**src/rtl/detector_scheduler_pkg.sv**
```systemverilog
// Shared types and constants for the detector scheduler.
package detector_sched_pkg;

  typedef enum logic [2:0] {
    S_IDLE   = 3'd0,
    S_CLEAR  = 3'd1,
    S_SHIFT  = 3'd2,
    S_SETTLE = 3'd3,
    S_REPORT = 3'd4
  } sched_state_t;

  localparam logic REQ_ID0 = 1'b0;
  localparam logic REQ_ID1 = 1'b1;

endpackage

```
**src/rtl/detector_scheduler_if.sv**
```systemverilog
// Requester and detector signals of the detector scheduler.
// slave: the scheduler; master: requesters plus the serial detector.
interface detector_scheduler_if #(
  parameter int unsigned WORD_WIDTH = 8,
  parameter int unsigned CNT_WIDTH  = 4
);
  logic                  req0;
  logic [WORD_WIDTH-1:0] data0;
  logic                  gnt0;
  logic                  done0;
  logic                  req1;
  logic [WORD_WIDTH-1:0] data1;
  logic                  gnt1;
  logic                  done1;
  logic [CNT_WIDTH-1:0]  count;
  logic                  busy;
  logic                  det_x;
  logic                  det_reset;
  logic                  det_y;

  modport master (
    output req0, data0, req1, data1, det_y,
    input  gnt0, done0, gnt1, done1, count, busy, det_x, det_reset
  );

  modport slave (
    input  req0, data0, req1, data1, det_y,
    output gnt0, done0, gnt1, done1, count, busy, det_x, det_reset
  );
endinterface

```
**src/rtl/detector_scheduler_arb.sv**
```systemverilog
// Two-way arbiter for the detector scheduler.
// Round-robin on ties by default; with SCHED_FIXED_PRIORITY_EN defined requester 0
// always wins a tie and no history is kept.
module sched_rr_arbiter
  import detector_sched_pkg::*;
(
  input  logic clk,
  input  logic rst_n,
  input  logic req0,
  input  logic req1,
  input  logic take,   // a grant is actually issued this cycle
  output logic valid,
  output logic id
);

`ifdef SCHED_FIXED_PRIORITY_EN
  // Fixed priority: requester 0 first.
  always_comb begin
    valid = req0 | req1;
    id    = req0 ? REQ_ID0 : REQ_ID1;
  end
`else
  logic last_q, last_d;

  // Pick the requester that did not win last time when both ask.
  always_comb begin
    valid = req0 | req1;
    if (req0 && req1) begin
      id = (last_q == REQ_ID0) ? REQ_ID1 : REQ_ID0;
    end else begin
      id = req0 ? REQ_ID0 : REQ_ID1;
    end
    last_d = last_q;
    if (take && valid) begin
      last_d = id;
    end
  end

  // Reset to requester 1 so requester 0 wins the first tie.
  always_ff @(posedge clk or negedge rst_n) begin
    if (!rst_n) begin
      last_q <= REQ_ID1;
    end else begin
      last_q <= last_d;
    end
  end
`endif

endmodule

```
**src/rtl/detector_scheduler.sv**
```systemverilog
// Shares one bit-serial Moore detector between two word-level requesters.
// Optional build macro: SCHED_FIXED_PRIORITY_EN (fixed priority instead of round-robin).
module detector_scheduler
  import detector_sched_pkg::*;
#(
  parameter int unsigned WORD_WIDTH = 8,
  parameter int unsigned CNT_WIDTH  = 4
) (
  input logic                 clk,
  input logic                 rst_n,
  detector_scheduler_if.slave bus
);

  localparam int unsigned            IDX_W    = $clog2(WORD_WIDTH + 1);
  localparam logic [IDX_W-1:0]       LAST_IDX = IDX_W'(WORD_WIDTH - 1);
  localparam logic [CNT_WIDTH-1:0]   CNT_MAX  = {CNT_WIDTH{1'b1}};

  sched_state_t          state_q, state_d;
  logic [WORD_WIDTH-1:0] word_q, word_d;
  logic [IDX_W-1:0]      idx_q, idx_d;
  logic [CNT_WIDTH-1:0]  count_q, count_d;
  logic                  owner_q, owner_d;
  logic                  y_sample;
  logic                  take;
  logic                  arb_valid;
  logic                  arb_id;

  assign take = (state_q == S_IDLE);

  sched_rr_arbiter u_arb (
    .clk   (clk),
    .rst_n (rst_n),
    .req0  (bus.req0),
    .req1  (bus.req1),
    .take  (take),
    .valid (arb_valid),
    .id    (arb_id)
  );

  // Job sequencing, word shifting and Y counting.
  always_comb begin
    state_d  = state_q;
    word_d   = word_q;
    idx_d    = idx_q;
    count_d  = count_q;
    owner_d  = owner_q;
    y_sample = 1'b0;
    unique case (state_q)
      S_IDLE: begin
        if (arb_valid) begin
          word_d  = (arb_id == REQ_ID1) ? bus.data1 : bus.data0;
          owner_d = arb_id;
          state_d = S_CLEAR;
        end
      end
      S_CLEAR: begin
        count_d = '0;
        idx_d   = '0;
        state_d = S_SHIFT;
      end
      S_SHIFT: begin
        // Y lags X by one edge, so bit 0 has no Y of its own yet.
        y_sample = (idx_q != '0) && bus.det_y;
        word_d   = word_q << 1;
        if (idx_q == LAST_IDX) begin
          state_d = S_SETTLE;
        end else begin
          idx_d = idx_q + IDX_W'(1);
        end
      end
      S_SETTLE: begin
        y_sample = bus.det_y;
        state_d  = S_REPORT;
      end
      S_REPORT: begin
        state_d = S_IDLE;
      end
      default: begin
        state_d = S_IDLE;
      end
    endcase
    if (y_sample && (count_q != CNT_MAX)) begin
      count_d = count_q + CNT_WIDTH'(1);
    end
  end

  // Scheduler state; a reset discards any job in flight.
  always_ff @(posedge clk or negedge rst_n) begin
    if (!rst_n) begin
      state_q <= S_IDLE;
      word_q  <= '0;
      idx_q   <= '0;
      count_q <= '0;
      owner_q <= REQ_ID0;
    end else begin
      state_q <= state_d;
      word_q  <= word_d;
      idx_q   <= idx_d;
      count_q <= count_d;
      owner_q <= owner_d;
    end
  end

  // Outputs; grants and detector release are masked while reset is asserted.
  always_comb begin
    bus.gnt0      = rst_n && take && arb_valid && (arb_id == REQ_ID0);
    bus.gnt1      = rst_n && take && arb_valid && (arb_id == REQ_ID1);
    bus.done0     = (state_q == S_REPORT) && (owner_q == REQ_ID0);
    bus.done1     = (state_q == S_REPORT) && (owner_q == REQ_ID1);
    bus.busy      = (state_q != S_IDLE);
    bus.det_x     = (state_q == S_SHIFT) && word_q[WORD_WIDTH-1];
    bus.det_reset = rst_n && (state_q != S_CLEAR);
    bus.count     = count_q;
  end

endmodule
```
**src/flat_wrapper.sv**
```systemverilog
// flat-port wrapper written by rule: the top's interface ports become plain ports
module detector_scheduler_flat import detector_sched_pkg::*;
#(
  parameter int unsigned WORD_WIDTH = 8,
  parameter int unsigned CNT_WIDTH  = 4
)
  (clk, rst_n, bus_req0, bus_data0, bus_req1, bus_data1, bus_det_y, bus_gnt0, bus_done0, bus_gnt1, bus_done1, bus_count, bus_busy, bus_det_x, bus_det_reset);
  detector_scheduler_if #(.WORD_WIDTH(WORD_WIDTH), .CNT_WIDTH(CNT_WIDTH)) bus_i ();
  input logic clk;
  input logic rst_n;
  input wire logic [$bits(bus_i.req0)-1:0] bus_req0;
  input wire logic [$bits(bus_i.data0)-1:0] bus_data0;
  input wire logic [$bits(bus_i.req1)-1:0] bus_req1;
  input wire logic [$bits(bus_i.data1)-1:0] bus_data1;
  input wire logic [$bits(bus_i.det_y)-1:0] bus_det_y;
  output wire logic [$bits(bus_i.gnt0)-1:0] bus_gnt0;
  output wire logic [$bits(bus_i.done0)-1:0] bus_done0;
  output wire logic [$bits(bus_i.gnt1)-1:0] bus_gnt1;
  output wire logic [$bits(bus_i.done1)-1:0] bus_done1;
  output wire logic [$bits(bus_i.count)-1:0] bus_count;
  output wire logic [$bits(bus_i.busy)-1:0] bus_busy;
  output wire logic [$bits(bus_i.det_x)-1:0] bus_det_x;
  output wire logic [$bits(bus_i.det_reset)-1:0] bus_det_reset;
  assign bus_i.req0 = bus_req0;
  assign bus_i.data0 = bus_data0;
  assign bus_i.req1 = bus_req1;
  assign bus_i.data1 = bus_data1;
  assign bus_i.det_y = bus_det_y;
  assign bus_gnt0 = bus_i.gnt0;
  assign bus_done0 = bus_i.done0;
  assign bus_gnt1 = bus_i.gnt1;
  assign bus_done1 = bus_i.done1;
  assign bus_count = bus_i.count;
  assign bus_busy = bus_i.busy;
  assign bus_det_x = bus_i.det_x;
  assign bus_det_reset = bus_i.det_reset;
  detector_scheduler #(.WORD_WIDTH(WORD_WIDTH), .CNT_WIDTH(CNT_WIDTH)) u_core (.clk(clk), .rst_n(rst_n), .bus(bus_i));
endmodule
```
**config.mk**
```make
export PLATFORM = sky130hd
export DESIGN_NAME = detector_scheduler_flat
export DESIGN_NICKNAME = d
export VERILOG_FILES = /design/src/rtl/detector_scheduler_pkg.sv /design/src/rtl/detector_scheduler_if.sv /design/src/rtl/detector_scheduler_arb.sv /design/src/rtl/detector_scheduler.sv /design/src/flat_wrapper.sv
export SDC_FILE = /design/constraint.sdc
export NUM_CORES = 1
export LEC_CHECK = 0
export BUFFER_PORTS_ARGS = -buffer_cell sky130_fd_sc_hd__buf_2
export CORE_ASPECT_RATIO = 1.5
export CORE_MARGIN = 3
export CORE_UTILIZATION = 45
export CTS_CLUSTER_SIZE = 40
export DETAILED_ROUTE_END_ITERATION = 6
export PLACE_DENSITY = 0.73
export SYNTH_ARGS = -nofsm -noshare
export SYNTH_HDL_FRONTEND = slang
export SYNTH_SLANG_ARGS = --single-unit
export TNS_END_PERCENT = 20
```
**constraint.sdc**
```tcl
create_clock -name clk -period 2.3 [get_ports clk]
set_input_delay 0.345 -clock clk [delete_from_list [all_inputs] [get_ports clk]]
set_output_delay 0.345 -clock clk [all_outputs]
set_load 0.005 [all_outputs]
```
==> impl_metrics.yaml, run 1 <==
sta:
  fin_skew_ps: 3.59
  finalHoldViolCount: 0
  worst_pin_slew_ps: 434
  layout_min_cycle_time_ps: 2190
  slew_viol_final: 0
  worst_slack_ps: 110
  clock.fmax_mhz: 457
  setup_viol: 0
  slew_headroom_pct: 70.8
  fin_crit_sh_pct: 95.2
  tns_ps: 0
  rsz0062_at_grt: "false"
cells_and_area:
  num_antenna_cells: 0
  layout-drive-gt1-share_pct: 33.3
  final_nets: 172
  stdcell_count: 170
  fin_util_pct: 58.7
  area_delta_synth_final_pct: 18.3
clock_network:
  clk_root_buffer_cell: "clkbuf_4"
  numCtsBuffers: 3
  cts.clk_slew.worst_paths_ps: 120
  cts_buffer_depth: 2
  clock_sinks: 21
  cts_max_level: 1
  cts_setup_buffers: 0
  cts_tree: "done"
  insertion_delay_ps: 300
critical_path:
  crit_type: "reg2out"
  arrival_ps: 1840
  crit_required_ps: 1960
  worstSetupStartpointType: "flop"
  critPathMaxFanout: 14
  r2r-start: "u_core.idx_q[0]"
  regToRegEndpoint: "u_core.bus.count[3]"
  end_kind: "output pin"
  r2r_slack_ps: 510
  reg2regPathDepth: 6
logic_synthesis:
  syn_area_per_cell_um2: 10.3
  synth_top_area_cell: "dfrtp_1"
  yosysMostFrequentCell: "dfrtp_1"
  ys_seq_area_share_pct: 45.4
  syn-num-nets: 137
  yosysWarnings: 0
  synth_top_area_share_pct: 43.1
  synth.area.top_cells: "dfrtp_1, mux2i_1, o21ai_0"
  synthCells: 113
  yosys-top-cells-count: "dfrtp_1, o21ai_0, inv_1, mux2i_1"
  synth-async-reset-ratio_pct: 100
  synth_ff_type: "dfrtp_1"
  ys_ff_latch: 21
  syn_area_um2: 1160
  synth_enable_flop_cells: 0
  yosysUniqueCellTypes: 34
die:
  die_w_um: 47.5
  core_area_um2: 2340
  die_area_um2: 3240
  die_h_um: 68.2
  rows: 21
  num_io_pins: 32
  initial_core_util_pct: 49.6
place:
  gp_congestion: 0.718
  io_buffers: 31
  place_ws_ps: 428
  hpwlAfterDp_um: 1750
  placed_cells: 165
power_and_ir_drop:
  p_leak_nw: 0.678
  pwr-share-seq_pct: 44.2
  p_int_mw: 0.900
  p_sw_mw: 0.583
  p_comb_share_pct: 43.8
  p_per_area_nw_per_um2: 1080
  ir_worst_vdd_mv: 0.598
  p_clk_share_pct: 12.0
  p_sw_share_pct: 39.3
hold_path:
  hold_end: "u_core.word_q[3]"
  hp-start: "bus_data0[3]"
  hold_class: "in2reg"
  min_path_cells: 3
grt:
  antenna_found_initial: 0
  grt_busiest_layer: "met2"
  grt_pass1_vias: 915
  grt_use_met3_pct: 1.58
  grt_remaining_overflow: 0
  grtUsageMet2_pct: 28.0
  grt_first_pass_wirelength_um: 3760
  gr-usage-met1_pct: 17.7
  grt_max_degree: 15
  track_usage_pct: 15.8
status:
  outcome: "complete, no violations"
route:
  drt_iter0_drc: 24
  drc: 0
  vias_per_cell: 5.67
  vias: 964
  routedWlPerCell_um: 12.8
  finalWirelength_um: 2180
  ant_nets: 0
  drtPass1Iterations: 4
run:
  cap_violations: 0
-- area by class of cell --
type / instances / area (um^2)
Multi-Input combinational cell: 79 / 571
Clock buffer: 4 / 26.3
Timing Repair Buffer: 35 / 188
Fill cell: 207 / 966
Sequential cell: 21 / 529
Inverter: 8 / 30.0
Tap cell: 23 / 28.8
-- kinds of logic (layout without fill, tap and decap cells) --
kind of cell	after synthesis	in the layout	synth area share, %
AO/OA/AOI/OAI	29	29	16.3
adder cells (fa/ha/maj)	3	3	3.24
buffers and inverters	13	47	5.39
multiplexers	9	9	7.88
flip-flops	21	21	45.4
AND/OR/NAND/NOR	38	38	21.8
-- through the flow --
step,power [mW],cell area (um^2),hold WS [ps]
global placement,1.29,1330,241
finish,1.48,1370,326
CTS,1.50,1370,329
detailed placement,1.32,1330,240
floorplan,1.14,1160,49.4
global route,1.63,1370,338
-- flip-flops by register name, indices dropped and copies added (netlist names) --
| register | count |
|---|---|
| u_core.word_q | 8 |
| u_core.owner_q | 1 |
| u_core.idx_q | 4 |
| u_core.bus.count | 4 |
| u_core.u_arb.last_q | 1 |
| u_core.state_q | 3 |
-- power by group through the flow --
stage	clock network, mW	logic (mW)	registers [mW]
after floorplan	0	0.536	0.605
after CTS	0.181	0.663	0.653
final	0.178	0.650	0.656
after global routing	0.195	0.749	0.681
after detailed placement	0	0.659	0.661
after global placement	0	0.634	0.651
-- repair_timing --
action                                  CTS  global route
gates resized for setup                   0             2
endpoints found under the setup margin    0             1
hold endpoints to repair                  9             0
hold buffers                              1             0
-- how the worst max path moves through the flow --
stage | start | endpoint | slack [ps] | cells past startpoint
after floorplan | u_core.state_q[0] | bus_gnt1 | 440 | 5
after global placement | u_core.state_q[2] | bus_gnt1 | 460 | 4
after detailed placement | u_core.state_q[2] | bus_gnt1 | 430 | 4
after CTS | u_core.state_q[2] | bus_gnt1 | 80 | 4
after global routing | u_core.state_q[2] | bus_gnt1 | 20 | 4
final | u_core.state_q[2] | bus_gnt1 | 110 | 4
-- critical path, stage by stage (launching register included) --
cell	delay, ps
dfrtp_2	470
or3_2	510
o21bai_4	250
nor3b_1	180
buf_2	140
-- layout by cell type, fill, tap and decap left out, drive strengths merged, types with 5 or more instances in the layout --
cell type,count
nand3,7
inv,8
buf,34
mux2i,8
a22oi,7
o21ai,14
nor2,5
dfrtp,20
-- metal layers --
metal / up-vias / wire, um
met1: 454 / 818
met2: 29 / 1200
met5: - / 0
met4: 0 / 61
li1: 473 / -
met3: 8 / 99
Power figures use the tool's default switching activity.
==> run 2, diff against run 1 <==
==> constraint.sdc (replaced) <==
create_clock -name clk -period 2.3 [get_ports clk]
set_input_delay 0.345 -clock clk [delete_from_list [all_inputs] [get_ports clk]]
set_output_delay 0.345 -clock clk [all_outputs]
set_load 0.05 [all_outputs]
==> run 2 against run 1 <==
  * Hold slack got worse by 310 ps
  * First-iteration DRC count fell by 17%
  * Non-clock buffer count rose by 5
  * Cell area rose by 4.4%
  * Register-to-register slack barely moved
  * Sequential share of layout area fell by 1.7 points
  * Sequential cell count did not move
  * Global-route usage rose by 2.0 points
  * Critical path type unchanged
  * Largest cell class unchanged
==> impl_metrics.yaml, run 2 (synthesis results as in run 1) <==
route:
  vias: 980
  drtPass1Iterations: 4
  drc: 0
  ant_nets: 0
  vias_per_cell: 5.60
  finalWirelength_um: 2410
  routedWlPerCell_um: 13.8
  drt_iter0_drc: 20
power_and_ir_drop:
  ir_worst_vdd_mv: 0.786
  p_int_mw: 0.964
  p_sw_mw: 0.771
  power_mw: 1.73
  p_per_area_nw_per_um2: 1210
  p_clk_share_pct: 10.2
  p_sw_share_pct: 44.4
  pwr-share-seq_pct: 36.7
  p_comb_share_pct: 53.1
  p_leak_nw: 0.714
hold_path:
  hold_class: "in2async"
clock_network:
  cts.clk_slew.worst_paths_ps: 120
  insertion_delay_ps: 300
  cts_buffer_depth: 2
  clock_sinks: 21
  clk_root_buffer_cell: "clkbuf_4"
  cts_tree: "done"
  cts_max_level: 1
  cts_hold_buf: 0
  numCtsBuffers: 3
grt:
  grt_pass1_vias: 994
  grt_max_degree: 23
  antenna_found_initial: 0
  grt_first_pass_wirelength_um: 4200
  grt_busiest_layer: "met2"
  grt_use_met3_pct: 1.58
  grt_remaining_overflow: 0
  track_usage_pct: 17.8
  grtUsageMet2_pct: 33.7
  gr-usage-met1_pct: 19.8
sta:
  fin_crit_sh_pct: 96.4
  setup_viol: 0
  worst_slack_ps: 82.9
  fin_skew_ps: 2.57
  whs_ps: 14.1
  slew_viol_final: 0
  clock.fmax_mhz: 451
  rsz0062_at_grt: "false"
  slew_headroom_pct: 69.1
  finalHoldViolCount: 0
  tns_ps: 0
  worst_pin_slew_ps: 459
  layout_min_cycle_time_ps: 2220
die:
  core_area_um2: 2340
  rows: 21
  die_w_um: 47.5
  die_h_um: 68.2
  die_area_um2: 3240
  initial_core_util_pct: 49.6
  num_io_pins: 32
cells_and_area:
  area_delta_synth_final_pct: 23.5
  largest_reg_flops: 8
  fin_util_pct: 61.3
  final_cell_mix: "buf_2, dfrtp_1, o21ai_0"
  final_nets: 177
  nFillCells: 207
  largest-register: "u_core.word_q"
  final_common_cell: "buf_2"
  num_antenna_cells: 0
  layout-drive-gt1-share_pct: 37.5
place:
  hpwlAfterDp_um: 1930
  io_buffers: 31
  gp_congestion: 0.737
  place_ws_ps: 252
critical_path:
  slowest_delay_ps: 500
  slowest_stage: "or3_2"
  critical-path-top-delay-family: "simple AND/OR/NAND/NOR gates"
  worstPathCellList: "or3_2 -> o21bai_4 -> nor3b_4 -> buf_6"
  critPathMaxFanout: 8
  crit_type: "reg2out"
  worstSetupStartpointType: "flop"
  arrival_ps: 1870
  crit_required_ps: 1960
  end_kind: "output pin"
  cp_num_buf_inv: 1
status:
  outcome: "complete, no violations"
run:
  cap_violations: 0
-- run 2: changes by cell type in the layout (fill, tap and decap cells not counted) --
cell           previous run  this run
dfrtp_1                  18        19
clkbuf_1                  1         0
dfrtp_2                   2         1
clkinv_2                  0         1
buf_6                     0         1
dlygate4sd3_1             1         0
buf_2                    31        29
buf_4                     3        10
nor3b_4                   1         2
nor3_2                    0         1
nor3b_1                   3         2
nor3_1                    2         1
-- run 2: power groups by stage --
stage          sequential [mW]  clock [mW]  combinational, mW
5_1_grt                  0.658       0.206               1.02
6_report                 0.637       0.177              0.921
4_1_cts                  0.640       0.189              0.887
2_1_floorplan            0.650           0              0.660
3_3_place_gp             0.635           0              0.854
3_5_place_dp             0.648           0              0.877
-- run 2: what timing repair did --
item                       4_1_cts  5_1_grt
resized for setup                4        0
gates cloned                     0        0
buffers inserted                 0        4
setup endpoints to repair        2        2
-- run 2: worst paths after layout --
path / start / end / slack, ps / cells past startpoint
max: u_core.state_q[2] / bus_gnt1 / 80 / 4
min: rst_n / u_core.word_q[0] / 10 / 2
max reg2reg: u_core.idx_q[0] / u_core.bus.count[3] / 510 / 6
min reg2reg: u_core.u_arb.last_q / u_core.u_arb.last_q / 480 / 2
max in group asynchronous: rst_n / u_core.u_arb.last_q / 2010 / 2
min in group clk: bus_data0[2] / u_core.word_q[2] / 330 / 3
-- run 2: layer usage --
metal	wire length, um	share of wire, %	vias up
met3	104	4.3	0
met1	874	36	467
met4	0	0	0
met5	0	0	-
li1	-	-	484
met2	1440	59	29
-- run 2: final cells by class --
class                           count  area (um^2)  area share [%]
Clock buffer                        3         22.5            1.57
Clock inverter                      1         5.00           0.349
Inverter                            8         30.0            2.10
Multi-Input combinational cell     79          587            41.0
Sequential cell                    21          528            36.9
Tap cell                           23         28.8            2.01
Timing Repair Buffer               40          231            16.2
-- run 2: per-stage QoR --
stage          std cells  cell area, um^2
2_1_floorplan        113             1180
3_3_place_gp         167             1370
3_5_place_dp         167             1370
4_1_cts              171             1400
5_1_grt              175             1430
6_report             175             1430
-- run 2: worst register-to-register path: stages (launching register included) --
cell,delay [ps]
dfrtp_1,440
inv_1,80
ha_1,160
or4b_4,470
nand4_4,160
nor3_1,70
a311o_1,310
==> run 3, diff against run 2 <==
--- a/config.mk
+++ b/config.mk
@@ -11,6 +11,7 @@
 export CORE_UTILIZATION = 45
 export CTS_CLUSTER_SIZE = 40
 export DETAILED_ROUTE_END_ITERATION = 6
+export HOLD_SLACK_MARGIN = 0.12
 export PLACE_DENSITY = 0.73
 export SYNTH_ARGS = -nofsm -noshare
 export SYNTH_HDL_FRONTEND = slang
==> run 3 against run 2 <==
  * Largest power group unchanged
  * Clock power hardly changed
  * Non-clock buffer count is 1 higher
  * Count of clock-buffer cells in the layout stayed put
  * Critical endpoint unchanged
  * Cell count is 0.57% higher
  * Highest routed layer unchanged
  * Hold slack better by 310 ps
  * Cell area is 0.70% higher
  * Die area stayed put
==> impl_metrics.yaml, run 3 (synthesis results as in run 1) <==
status:
  outcome: "complete, no violations"
clock_network:
  cts_tree: "done"
  cts_buffer_depth: 2
  clock_sinks: 21
  clk_root_buffer_cell: "clkbuf_4"
  insertion_delay_ps: 300
  cts.clk_slew.worst_paths_ps: 120
  cts_max_level: 1
  numCtsBuffers: 3
power_and_ir_drop:
  p_sw_share_pct: 44.5
  p_comb_share_pct: 53.2
  pwr-share-seq_pct: 36.7
  ir_worst_vdd_mv: 0.784
  p_sw_mw: 0.772
  p_per_area_nw_per_um2: 1200
  p_clk_share_pct: 10.2
  p_int_mw: 0.965
  power_mw: 1.74
  p_leak_nw: 0.718
run:
  cap_violations: 0
cells_and_area:
  final_common_cell: "buf_2"
  final_cell_mix: "buf_2, dfrtp_1, o21ai_0"
  fin_area_um2: 1440
  largest_reg_flops: 8
  nFillCells: 205
  area_delta_synth_final_pct: 24.4
  largest-register: "u_core.word_q"
  stdcell_count: 176
  layout-drive-gt1-share_pct: 37.3
  final_nets: 178
  multi_input_area_um2: 587
  register_area_um2: 528
  num_antenna_cells: 0
hold_path:
  hold_class: "in2reg"
sta:
  setup_viol: 0
  whs_ps: 326
  slew_headroom_pct: 69.1
  layout_min_cycle_time_ps: 2210
  clock.fmax_mhz: 451
  rsz0062_at_grt: "false"
  worst_slack_ps: 85.1
  finalHoldViolCount: 0
  fin_crit_sh_pct: 96.3
  worst_pin_slew_ps: 459
  fin_skew_ps: 1.38
  slew_viol_final: 0
critical_path:
  slowest_delay_ps: 500
  crit_required_ps: 1960
  worstPathCellList: "or3_2 -> o21bai_4 -> nor3b_4 -> buf_6"
  regToRegEndpoint: "u_core.bus.count[3]"
  slowest_stage: "or3_2"
  reg2regPathDepth: 6
  endpoint: "bus_gnt1"
  r2r-start: "u_core.idx_q[0]"
  r2r_slack_ps: 510
  worstSetupStartpointType: "flop"
  critPathMaxFanout: 8
  crit_type: "reg2out"
  arrival_ps: 1870
  crit_start: "u_core.state_q[2]"
  end_kind: "output pin"
route:
  ant_nets: 0
  drtPass1Iterations: 4
  vias: 988
  routedWlPerCell_um: 13.8
  finalWirelength_um: 2430
  drt_iter0_drc: 19
  vias_per_cell: 5.61
  drc: 0
die:
  core_area_um2: 2340
  die_area_um2: 3240
  die_w_um: 47.5
  rows: 21
  initial_core_util_pct: 49.6
  die_h_um: 68.2
  num_io_pins: 32
place:
  place_ws_ps: 252
  gp_congestion: 0.737
  placed_area_um2: 1370
  hpwlAfterDp_um: 1930
  io_buffers: 31
  placed_cells: 167
grt:
  grt_max_degree: 23
  grt_first_pass_wirelength_um: 4220
  grt_pass1_vias: 1000
  track_usage_pct: 17.8
  antenna_found_initial: 0
  grt_remaining_overflow: 0
## run 3: cell count changes in the layout (fill, tap and decap cells not counted), sizes merged
cell and delta:
dlygate4sd3 +1
## run 3: metal layers
layer	share of wire [%]	up-vias	track usage [%]
li1	-	486	-
met1	36	474	19.8
met2	59	28	33.9
met3	4.3	0	1.58
met4	0	0	5.19
met5	0	-	0
## run 3: layout make-up
| class | instances | area share [%] |
|---|---|---|
| Multi-Input combinational cell | 79 | 40.7 |
| Sequential cell | 21 | 36.6 |
| Timing Repair Buffer | 41 | 16.7 |
| Inverter | 8 | 2.08 |
| Tap cell | 23 | 1.99 |
| Clock buffer | 3 | 1.56 |
| Clock inverter | 1 | 0.347 |
## run 3: what timing repair did
| item | CTS | global route |
|---|---|---|
| resized for setup | 4 | 0 |
| hold buffers | 1 | 0 |
| endpoints found under the hold margin | 20 | 0 |
| cloned | 0 | 0 |
| buffers inserted | 0 | 4 |
| endpoints found under the setup margin | 2 | 2 |
## run 3: power by group through the flow
stage / logic [mW] / clock network [mW] / registers, mW
final: 0.924 / 0.176 / 0.637
after global routing: 1.02 / 0.206 / 0.658
after CTS: 0.888 / 0.189 / 0.640
after detailed placement: 0.877 / 0 / 0.648
after global placement: 0.854 / 0 / 0.635
after floorplan: 0.660 / 0 / 0.650
## run 3: how the worst min path moves through the flow
stage	start	endpoint	slack, ps	cells past startpoint
after floorplan	rst_n	u_core.bus.count[0]	50	0
after global placement	rst_n	u_core.word_q[3]	350	2
after detailed placement	rst_n	u_core.word_q[4]	360	2
after CTS	bus_data0[2]	u_core.word_q[2]	310	3
after global routing	bus_data0[7]	u_core.word_q[7]	330	3
final	bus_data0[2]	u_core.word_q[2]	330	3
## run 3: critical path: cells and delay by family, from the launching register on
kind            cells  cell delay [ps]
simple gates        2              700
buf+inv             1              180
compound gates      1              230
flops               1              460
## run 3: metrics by stage
stage / util, % / TNS (ps)
3_5_place_dp: 58.4 / 0
3_3_place_gp: 58.4 / 0
4_1_cts: 60.4 / -6.04
2_1_floorplan: - / -609
5_1_grt: 61.7 / 0
6_report: 61.7 / 0
